$ cat src/rtl/multicycle_control.sv
// Multi-cycle main control FSM for the Green CPU: fetch, decode, execute,
// memory and writeback sequencing plus a HALT state with external wake.
module multicycle_control #(
    parameter int IW = 16
) (
    input  logic          clk,
    input  logic          rst_n,
    input  logic [IW-1:0] mem_rdata,
    input  logic          mem_ready,
    input  logic          wake,
    output logic          mem_req,
    output logic          mem_we,
    output logic          mem_addr_sel,
    output logic          pc_we,
    output logic          reg_we,
    output logic          wb_sel_mem,
    output logic          alu_src_imm,
    output logic [1:0]    ALUOp,
    output logic [3:0]    funct,
    output logic [2:0]    rd,
    output logic [2:0]    rs,
    output logic [2:0]    rt,
    output logic [5:0]    imm6,
    output logic          halted,
    output logic          illegal_instr,
    output logic          instr_done,
    output logic [2:0]    state_o
);

    typedef enum logic [2:0] {
        S_RESET  = 3'd0,
        S_FETCH  = 3'd1,
        S_DECODE = 3'd2,
        S_EXEC   = 3'd3,
        S_MEM    = 3'd4,
        S_WB     = 3'd5,
        S_HALT   = 3'd6
    } state_t;

    localparam logic [3:0] OP_RTYPE = 4'b0000;
    localparam logic [3:0] OP_LH    = 4'b0001;
    localparam logic [3:0] OP_SH    = 4'b0010;
    localparam logic [3:0] OP_HALT  = 4'b1111;

    state_t        state_q, state_d;
    logic [IW-1:0] ir_q, ir_d;
    logic          is_r, is_lh, is_sh, is_halt;

    always_ff @(posedge clk or negedge rst_n) begin
        if (!rst_n) begin
            state_q <= S_RESET;
            ir_q    <= '0;
        end else begin
            state_q <= state_d;
            ir_q    <= ir_d;
        end
    end

    assign is_r    = (ir_q[15:12] == OP_RTYPE);
    assign is_lh   = (ir_q[15:12] == OP_LH);
    assign is_sh   = (ir_q[15:12] == OP_SH);
    assign is_halt = (ir_q[15:12] == OP_HALT);

    // Fields come straight from the ir, so they read 0 while it is cleared by reset.
    assign funct   = {1'b0, ir_q[2:0]};
    assign rd      = ir_q[11:9];
    assign rs      = ir_q[8:6];
    assign rt      = ir_q[5:3];
    assign imm6    = ir_q[5:0];
    assign state_o = state_q;

    always_comb begin
        state_d       = state_q;
        ir_d          = ir_q;
        mem_req       = 1'b0;
        mem_we        = 1'b0;
        mem_addr_sel  = 1'b0;
        pc_we         = 1'b0;
        reg_we        = 1'b0;
        wb_sel_mem    = 1'b0;
        alu_src_imm   = 1'b0;
        ALUOp         = 2'b00;
        halted        = 1'b0;
        illegal_instr = 1'b0;
        instr_done    = 1'b0;
        case (state_q)
            S_RESET: state_d = S_FETCH;
            S_FETCH: begin
                mem_req = 1'b1;
                if (mem_ready) begin
                    ir_d    = mem_rdata;
                    pc_we   = 1'b1;
                    state_d = S_DECODE;
                end
            end
            S_DECODE: begin
                if (is_r || is_lh || is_sh) begin
                    state_d = S_EXEC;
                end else if (is_halt) begin
                    instr_done = 1'b1;
                    state_d    = S_HALT;
                end else begin
                    // Undefined opcodes retire as a NOP.
                    illegal_instr = 1'b1;
                    instr_done    = 1'b1;
                    state_d       = S_FETCH;
                end
            end
            S_EXEC: begin
                if (is_r) begin
                    ALUOp   = 2'b10;
                    state_d = S_WB;
                end else begin
                    alu_src_imm = 1'b1;
                    state_d     = S_MEM;
                end
            end
            S_MEM: begin
                mem_req      = 1'b1;
                mem_addr_sel = 1'b1;
                mem_we       = is_sh;
                alu_src_imm  = 1'b1;
                if (mem_ready) begin
                    if (is_lh) begin
                        state_d = S_WB;
                    end else begin
                        instr_done = 1'b1;
                        state_d    = S_FETCH;
                    end
                end
            end
            S_WB: begin
                reg_we     = 1'b1;
                wb_sel_mem = is_lh;
                instr_done = 1'b1;
                state_d    = S_FETCH;
            end
            S_HALT: begin
                halted = 1'b1;
                if (wake) state_d = S_FETCH;
            end
            default: state_d = S_RESET;
        endcase
    end

endmodule
$ cat config.mk
export PLATFORM = sky130hd
export DESIGN_NAME = multicycle_control
export DESIGN_NICKNAME = d
export VERILOG_FILES = /design/src/rtl/multicycle_control.sv
export SDC_FILE = /design/constraint.sdc
export NUM_CORES = 1
export LEC_CHECK = 0
export BUFFER_PORTS_ARGS = -buffer_cell sky130_fd_sc_hd__buf_2
export CAP_MARGIN = 10
export CORE_MARGIN = 4
export CORE_UTILIZATION = 35
export CTS_CLUSTER_DIAMETER = 150
export CTS_CLUSTER_SIZE = 20
export DETAILED_ROUTE_END_ITERATION = 8
export GPL_ROUTABILITY_DRIVEN = 1
export GPL_TIMING_DRIVEN = 0
export HOLD_SLACK_MARGIN = 0.03
export PLACE_DENSITY = 0.66
export SYNTH_ARGS = -nofsm -noshare
export SYNTH_HDL_FRONTEND = slang
export SYNTH_SLANG_ARGS = --single-unit
export TNS_END_PERCENT = 5
$ cat constraint.sdc
create_clock -name clk -period 1.6 [get_ports clk]
set_input_delay 0.16 -clock clk [delete_from_list [all_inputs] [get_ports clk]]
set_output_delay 0.16 -clock clk [all_outputs]
set_load 0.01 [all_outputs]
Yosys cells after proc, flatten, opt, wreduce, memory -nomap -nowiden
Index checks and enable logic that the tools add are counted.
{ "totals": {"register_bits": 19, "inputBits": 20, "out_inout_bits": 34} }
{ "op_classes": {"n_eq_ne": 12, "mux": 27, "n_reduce_logical": 8} }
{ "op_table": {"columns": ["op", "count"], "rows": [
  ["$mux W3", 6],
  ["$pmux W3 S6", 1],
  ["$mux W1", 16],
  ["$eq A3 B3 Y1 const B", 3],
  ["$eq A3 B2 Y1 const B", 2],
  ["$ne A2 B2 Y1 const B", 3],
  ["$eq A4 B1 Y1 const B", 1],
  ["$eq A4 B2 Y1 const B", 1],
  ["$eq A4 B4 Y1 const B", 1],
  ["$logic_not A4 Y1", 1],
  ["$mux W2", 2],
  ["$reduce_or A2 Y1", 2],
  ["$eq A3 B1 Y1 const B", 1],
  ["$logic_not A3 Y1", 1],
  ["$pmux W1 S3", 1],
  ["$reduce_and A3 Y1", 1],
  ["$logic_or A1 B1 Y1", 2],
  ["$pmux W1 S2", 1],
  ["$reduce_and A2 Y1", 1]
]} }

Longest topological paths before layout
Gate-level depths: netlist (run 1).
{ "depth": {"word_depth": 5, "mapped_depth": 4} }

Least setup slack after synthesis (run 1)
No wires, ideal clock.
{ "synth_timing": {"kind": "register to register", "from": "register state_q[1] (netlist: state_o[1])", "to": "register ir_q[10]", "setup_ns": 0.125, "t_arrival_ns": 1.589, "required_time_ns": 1.475, "setup_slack_ns": -0.114, "stages_incl_launch_ff": 5, "n_path_buf": 2, "period_less_slack_ns": 1.714, "cell_sequence": "dfrtp_1 > buf_6 > nor4b_4 > buf_6 > mux2_4"} }
{ "synth_via": {"elab_chain_cells": 2} }
{ "synth_lines": {"columns": ["item", "line", "text"], "rows": [
  ["start, declared", "45", "state_t state_q, state_d;"],
  ["start signal, assigned", "54", "state_q <= state_d;"],
  ["$eq A3 B1 Y1", "86", "case (state_q)"],
  ["$reduce_and A2 Y1 (no source line)", null, null],
  ["end signal, assigned", "55", "ir_q <= ir_d;"],
  ["end, declared", "46", "logic [IW-1:0] ir_q, ir_d;"]
]} }
Every way passes these cells.
A chain may end at the register's enable or synchronous reset.

Final worst setup path (run 1)
{ "layout_timing": {"from": "register ir_q[15]", "to": "output instr_done"} }
{ "layout_via": {"elab_chain_cells": 5, "word_cells_on_any_way": 9, "cone_classes": "eq/ne: 2; mux: 4; reduce/logical: 3"} }
{ "layout_lines": {"columns": ["item", "line", "text"], "rows": [
  ["$eq A4 B1 Y1 / $logic_not A4 Y1 (equally long branches)", "60, 59", null],
  ["$logic_or A1 B1 Y1 (2 in a row)", "97", "if (is_r || is_lh || is_sh) begin"],
  ["$mux W1", "97", null],
  ["$pmux W1 S3 (*)", "86", null],
  ["end, declared", "26", "output logic instr_done,"]
]} }
Every way passes the cells marked *; elsewhere a longest branch is shown, timed or not.

==> results of run 1 <==
-- worst max-delay path: cells and delay by family, from the launching register on --
kind                   cells  cell delay [ns]
and+or+nand+nor            1             0.55
DFF                        1             0.39
AOI/OAI and AO/OA          2             0.21
buffers and inverters      1             0.14
-- routing by layer --
metal,up-vias,share of wire [%],global-route usage [%]
li1,442,-,-
met1,415,39,13.3
met2,26,54,23.6
met3,4,5.5,1.41
met4,0,1.9,5.54
met5,-,0,0
-- power by group through the flow --
stage	Sequential [W]	Combinational (W)	Clock [W]
2_1_floorplan	0.000897	0.00131	0
3_3_place_gp	0.000914	0.00179	0
3_5_place_dp	0.000927	0.00182	0
4_1_cts	0.000891	0.00202	0.000247
5_1_grt	0.000932	0.00222	0.000261
6_report	0.000888	0.00204	0.000232
-- layout by cell type, fill, tap and decap left out, types with 2 or more instances in the layout --
| master | count |
|---|---|
| a211o_1 | 4 |
| buf_2 | 50 |
| buf_4 | 26 |
| buf_6 | 4 |
| clkbuf_4 | 3 |
| conb_1 | 2 |
| dfrtp_1 | 19 |
| mux2_2 | 8 |
| mux2_4 | 8 |
| nand2_1 | 3 |
| nor2_1 | 6 |
| o22ai_1 | 2 |
-- per-stage QoR --
stage | cell area (µm²) | total power (W)
final | 1540 | 0.00316
after global routing | 1540 | 0.00341
after CTS | 1530 | 0.00316
after detailed placement | 1420 | 0.00275
after global placement | 1420 | 0.00271
after floorplan | 1110 | 0.00221
-- logic make-up (layout without fill, tap and decap cells) --
family	Yosys count	count (layout)	synth area share [%]
other	1	2	0.339
AOI/OAI and AO/OA	12	12	7.81
muxes	17	17	19.9
and+or+nand+nor	19	19	11.1
xor gates and xnor gates	1	1	0.792
buffers and inverters	26	88	17.1
DFF	19	19	43.0
-- cell type report --
class | instances | area share, %
Clock buffer | 3 | 1.46
Inverter | 2 | 0.487
Sequential cell | 19 | 30.8
Clock inverter | 1 | 0.324
Buffer | 24 | 11.9
Multi-Input combinational cell | 51 | 30.7
Timing Repair Buffer | 58 | 20.8
Tap cell | 44 | 3.57
-- registers in the layout, indices dropped and copies added, names as in the netlist --
| signal | count |
|---|---|
| ir_q | 16 |
| state_o | 3 |
-- how the worst max path moves through the flow --
stage | to | slack (ns) | depth (start not counted)
finish | instr_done | -0.15 | 4
CTS | instr_done | -0.14 | 4
detailed placement | ir_q[12] | -0.24 | 4
floorplan | ir_q[10] | -0.1 | 4
global route | instr_done | -0.21 | 4
global placement | ir_q[7] | -0.25 | 4
-- repair_timing --
action	in CTS	in global routing
hold buffers	1	0
pin swaps	4	1
endpoints found under the setup margin	23	16
hold endpoints to repair	19	0
resized for setup	7	4
setup buffers	6	0
==> flow_summary.yaml, run 1 <==
synth:
  synth_warnings: 0
  synth.top_cell.area_share_pct: 43.0
  synthCells: 95
  syn-mean-instance-area_um2: 11.6
  ys_ff_latch: 19
  synth_edf_count: 0
  synthArstFlopShare_pct: 100
  synth-main-ff-cell: "dfrtp_1"
  yosysUniqueCellTypes: 29
  ys_top_cells_by_area: "dfrtp_1, buf_4, mux2_4"
  synth.most_common_cell: "buf_4"
  synthTopCellsByCount: "buf_4, dfrtp_1, mux2_2, mux2_4, nor2_1"
  synth_top_area_cell: "dfrtp_1"
  seq_area_frac_synth_pct: 43.0
  syn-cell-area_um2: 1110
finish:
  areaGrowthSynthToFinish_pct: 39.5
  nets: 179
  fin_cells: 202
  final_util_pct: 51.0
  multi_input_area_um2: 473
  fill_cells: 278
  regArea_um2: 475
  n_antenna_cell: 0
  drive_gt1_share_pct: 67.7
timing:
  slew_violations: 0
  worst_slack_ns: -0.145
  finClkSkew_ns: 0.00912
  period_needed_ns: 1.75
  grt_setup_unrepaired: "yes"
  setup_violations: 6
  hold_viol_final: 0
  fin_tns_setup_ns: -0.507
  maxClockFrequency_ghz: 0.573
  whs_ns: 0.0903
  post-route-period-util_pct: 109
grt:
  track_usage_pct: 12.3
  grt_max_degree: 20
  grt_overflow: 0
  antenna_found_initial: 0
  grt_first_pass_wirelength_mm: 4.09
  grt_pass1_vias: 935
place:
  place_ws_ns: -0.243
  port_buffers: 51
  place_inst: 191
  dp_hpwl_mm: 1.85
  gp_congestion: 0.824
clock_tree:
  htreeDepth: 1
  cts_root_buf: "clkbuf_4"
  clock_sinks: 19
  clock_latency_ns: 0.29
  cts_tree: "done"
  clkTransAtPathRegs_ns: 0.11
  clk_path_buf_depth: 2
  numCtsBuffers: 3
critical_path:
  critical_path.startpoint: "ir_q[15]"
  cp_data_required_time_ns: 1.44
  r2r_slack_ns: 0.04
  slowest_stage: "or4b_4"
  reg2reg_from: "state_o[1]"
  reg2reg_depth: 4
  worst_ep_arrival_time_ns: 1.59
  regToRegEndpoint: "ir_q[7]"
  path_class: "reg -> out"
  crit_chain: "or4b_4, a21oi_2, o21ai_1, buf_2"
  cpPeakStageDelay_ns: 0.55
  start_kind: "flop"
  endpoint_kind: "output pin"
  crit_path_max_fanout: 3
power:
  p_sw_w: 0.00117
  p_clk_share_pct: 7.3
  switching_share_pct: 36.9
  sequentialPowerShare_pct: 28.1
  p_comb_share_pct: 64.6
  irDropWorstVdd_v: 0.000884
  power.density_nw_per_um2: 2050
  power_leakage_nw: 0.811
  cell_internal_pwr_w: 0.00199
die:
  io_pins: 54
  die_width_um: 64.2
  core-area_um2: 3030
  num_rows: 20
  initial_utilization_pct: 36.5
  die_y_um: 64.2
  die-area_um2: 4120
routing:
  wl_per_cell_um: 12.0
  initialDrtViolationCount: 59
  drc: 0
  drt_wl_total_mm: 2.42
  via_per_inst: 4.39
  firstDrtPassIters: 3
  num_vias: 887
  ant_nets: 0
outcome:
  outcome: "finished, violations left"
  violations: "negative setup slack"
run:
  drv_cap: 0
min_path:
  min-delay-start: "mem_rdata[1]"
  min_to: "ir_q[1]"
  whs_path_depth: 2
  min_path_type: "in -> reg"
No activity file was read; power rests on OpenSTA's default activity.
==> run 2, diff against run 1 <==
CTS_BUF_LIST = sky130_fd_sc_hd__clkbuf_4   (was not set)
clock period = 1.5 ns   (was 1.6 ns; I/O delays follow)
==> flow_summary.yaml, run 2 (same netlist as run 1, synthesis figures left out) <==
finish:
  largest-register: "ir_q"
  n_antenna_cell: 0
  design_area_um2: 1620
  multi_input_area_um2: 508
  areaGrowthSynthToFinish_pct: 46.8
  layout_common_cells: "buf_2, buf_4, dfrtp_1"
  largest_reg_flops: 16
  nets: 184
  fill_cells: 268
  drive_gt1_share_pct: 69.9
  regArea_um2: 475
  final_common_cell: "buf_2"
critical_path:
  crit_chain: "or4b_4, a21oi_2, o21ai_1, buf_2"
  reg2reg_depth: 5
  r2r_slack_ns: -0.11
  cpPeakStageDelay_ns: 0.55
  regToRegEndpoint: "ir_q[7]"
  path_class: "reg -> out"
  critical_path.startpoint: "ir_q[15]"
  setup.worst_path.end: "instr_done"
  start_kind: "flop"
  reg2reg_from: "state_o[1]"
  slowest_stage: "or4b_4"
  worst_ep_arrival_time_ns: 1.57
  cp_top_family: "simple AND/OR/NAND/NOR gates"
  cp_num_buf_inv: 1
  endpoint_kind: "output pin"
  crit_path_max_fanout: 3
  crit_cells: 4
  cp_data_required_time_ns: 1.35
clock_tree:
  clk_path_buf_depth: 2
  clock_sinks: 19
  numCtsBuffers: 3
  clock_latency_ns: 0.29
  cts_root_buf: "clkbuf_4"
  cts_tree: "done"
  clkTransAtPathRegs_ns: 0.11
  htreeDepth: 1
timing:
  fin_tns_setup_ns: -2.09
  hold_viol_final: 0
  post-route-period-util_pct: 114
  worst_slack_ns: -0.217
  grt_setup_unrepaired: "yes"
  setup_violations: 23
  finClkSkew_ns: 0.00718
  slew_violations: 0
  maxClockFrequency_ghz: 0.582
  period_needed_ns: 1.72
  whs_ns: 0.0836
grt:
  grt_first_pass_wirelength_mm: 4.07
  antenna_found_initial: 0
  grt_overflow: 0
  grt_pass1_vias: 929
  grt_max_degree: 20
  track_usage_pct: 12.3
place:
  port_buffers: 51
  place_ws_ns: -0.343
  dp_hpwl_mm: 1.85
  placed_area_um2: 1420
  gp_congestion: 0.824
min_path:
  min_path_type: "in -> reg"
  whs_path_depth: 2
power:
  irDropWorstVdd_v: 0.000937
  power.density_nw_per_um2: 2200
  power_leakage_nw: 0.869
  power_w: 0.00358
routing:
  drc: 0
  wl_per_cell_um: 12.2
  ant_nets: 0
  initialDrtViolationCount: 54
  via_per_inst: 4.38
  drt_wl_total_mm: 2.53
  firstDrtPassIters: 4
  num_vias: 907
die:
  io_pins: 54
  die_width_um: 64.2
  core-area_um2: 3030
  die_y_um: 64.2
  die-area_um2: 4120
  initial_utilization_pct: 36.5
  num_rows: 20
run:
  drv_cap: 0
outcome:
  violations: "negative setup slack"
  outcome: "finished, violations left"
==> run 2: cell types whose count changed in the layout (fill, tap and decap cells not counted), sizes merged <==
cell / change
buf: +5
==> run 2: layer usage <==
layer / GRT usage (%) / vias to the layer above / wire [µm]
met2: 23.7 / 28 / 1340
met3: 1.23 / 4 / 130
li1: - / 454 / -
met1: 13.1 / 421 / 1010
met5: 0 / - / 0
met4: 5.54 / 0 / 47
==> run 2: final cells by class <==
class                      count  area share (%)
buffer                        24            11.4
clock buffer                   3            1.39
clock inverter                 1           0.308
inverter                       2           0.462
multi-input combinational     51            31.3
sequential                    19            29.3
tap                           44            3.39
timing repair buffer          63            22.5
==> run 2: what timing repair did <==
action	in CTS	in global routing
setup buffers	6	5
endpoints found under the hold margin	19	0
gates resized for setup	8	16
pin swaps	5	3
endpoints found under the setup margin	26	26
hold buffers	1	0
==> run 2: how the worst min path moves through the flow <==
| stage | startpoint | endpoint | slack [ns] |
|---|---|---|---|
| CTS | mem_rdata[1] | ir_q[1] | 0.07 |
| global placement | rst_n | ir_q[4] | 0.11 |
| global route | mem_rdata[1] | ir_q[1] | 0.07 |
| detailed placement | rst_n | ir_q[0] | 0.11 |
| floorplan | rst_n | ir_q[0] | -0.15 |
| finish | mem_rdata[11] | ir_q[11] | 0.08 |
==> run 2: stage by stage <==
step	cells	utilization (%)
final	207	53.6
after CTS	202	50.6
after global routing	207	53.6
after floorplan	96	-
after global placement	191	46.9
after detailed placement	191	46.9
==> run 2: power breakdown <==
group	switching (W)	internal (W)	total, W
sequential	0.000182	0.000776	0.000958
combinational	0.000968	0.00140	0.00237
clock	0.000149	0.0000990	0.000248
==> run 3, diff against run 2 <==
SKIP_CTS_REPAIR_TIMING = 1   (was not set)
==> flow_summary.yaml, run 3 (same netlist as run 1, synthesis figures left out) <==
min_path:
  min_path_type: "in -> reg"
grt:
  grt_overflow: 0
  grt_pass1_vias: 884
  antenna_found_initial: 0
  grt_max_degree: 20
  track_usage_pct: 11.4
  grt_first_pass_wirelength_mm: 3.77
finish:
  n_antenna_cell: 0
  drive_gt1_share_pct: 69.1
  final_common_cell: "buf_2"
  final_util_pct: 53.4
  layout_common_cells: "buf_2, buf_4, dfrtp_1"
  nets: 186
  largest_reg_flops: 16
  design_area_um2: 1620
  largest-register: "ir_q"
  areaGrowthSynthToFinish_pct: 46.3
routing:
  initialDrtViolationCount: 55
  firstDrtPassIters: 4
  drc: 0
  via_per_inst: 4.28
  wl_per_cell_um: 12.1
  ant_nets: 0
  num_vias: 895
  drt_wl_total_mm: 2.53
critical_path:
  cpPeakStageDelay_ns: 0.55
  cp_data_required_time_ns: 1.35
  crit_path_max_fanout: 5
  slowest_stage: "or4b_4"
  cp_top_family: "simple AND/OR/NAND/NOR gates"
  worst_ep_arrival_time_ns: 1.60
  crit_chain: "or4b_4, a21oi_2, o21ai_1, buf_2"
  r2r_slack_ns: -0.07
  endpoint_kind: "output pin"
  cp_num_buf_inv: 1
  start_kind: "flop"
  path_class: "reg -> out"
place:
  port_buffers: 51
  gp_congestion: 0.824
  dp_hpwl_mm: 1.85
  placed_area_um2: 1420
  place_ws_ns: -0.343
timing:
  whs_ns: 0.0791
  slew_violations: 0
  period_needed_ns: 1.75
  setup_violations: 21
  maxClockFrequency_ghz: 0.571
  worst_slack_ns: -0.251
  hold_viol_final: 0
  post-route-period-util_pct: 117
  finClkSkew_ns: 0.0114
  grt_setup_unrepaired: "yes"
power:
  power.density_nw_per_um2: 2210
  irDropWorstVdd_v: 0.000983
  power_leakage_nw: 0.874
clock_tree:
  htreeDepth: 1
  numCtsBuffers: 3
  cts_tree: "done"
  cts_root_buf: "clkbuf_4"
  clock_sinks: 19
  clock_latency_ns: 0.29
  clk_path_buf_depth: 2
  clkTransAtPathRegs_ns: 0.11
run:
  drv_cap: 0
die:
  core-area_um2: 3030
  io_pins: 54
  die_y_um: 64.2
  initial_utilization_pct: 36.5
  die-area_um2: 4120
  num_rows: 20
  die_width_um: 64.2
outcome:
  violations: "negative setup slack"
  outcome: "finished, violations left"
[run 3: final cells by class]
cell class	instances	area [µm²]
fill	274	1410
inverter	2	7.51
timing repair buffer	65	374
multi-input combinational	51	489
clock inverter	1	5.00
clock buffer	3	22.5
sequential	19	477
buffer	24	188
tap	44	55.1
[run 3: per-layer routing]
| layer | GRT usage (%) | share of wire (%) |
|---|---|---|
| met5 | 0 | 0 |
| met4 | 4.75 | 1.1 |
| met3 | 1.23 | 5.1 |
| met2 | 22.6 | 55 |
| met1 | 11.9 | 39 |
[run 3: per-stage QoR]
stage	power, W	std cells	TNS (ns)
after floorplan	0.00236	96	-1.94
after global placement	0.00289	191	-4.55
after detailed placement	0.00293	191	-4.43
after CTS	0.00319	195	-6.15
after global routing	0.00383	209	-3.66
final	0.00357	209	-1.83
[run 3: path summary, 6_finish.rpt]
kind                                from          to  cells after the start
setup / recovery                ir_q[15]  instr_done                      4
hold / removal             mem_rdata[11]    ir_q[11]                      2
setup reg to reg              state_o[2]     ir_q[7]                      5
hold reg to reg                  ir_q[7]     ir_q[7]                      1
max in group asynchronous          rst_n    ir_q[13]                      2
min in group asynchronous          rst_n     ir_q[0]                      2
[run 3: power by group]
part           switching [W]  internal [W]
combinational       0.000924       0.00141
clock               0.000153     0.0000990
sequential          0.000208      0.000778
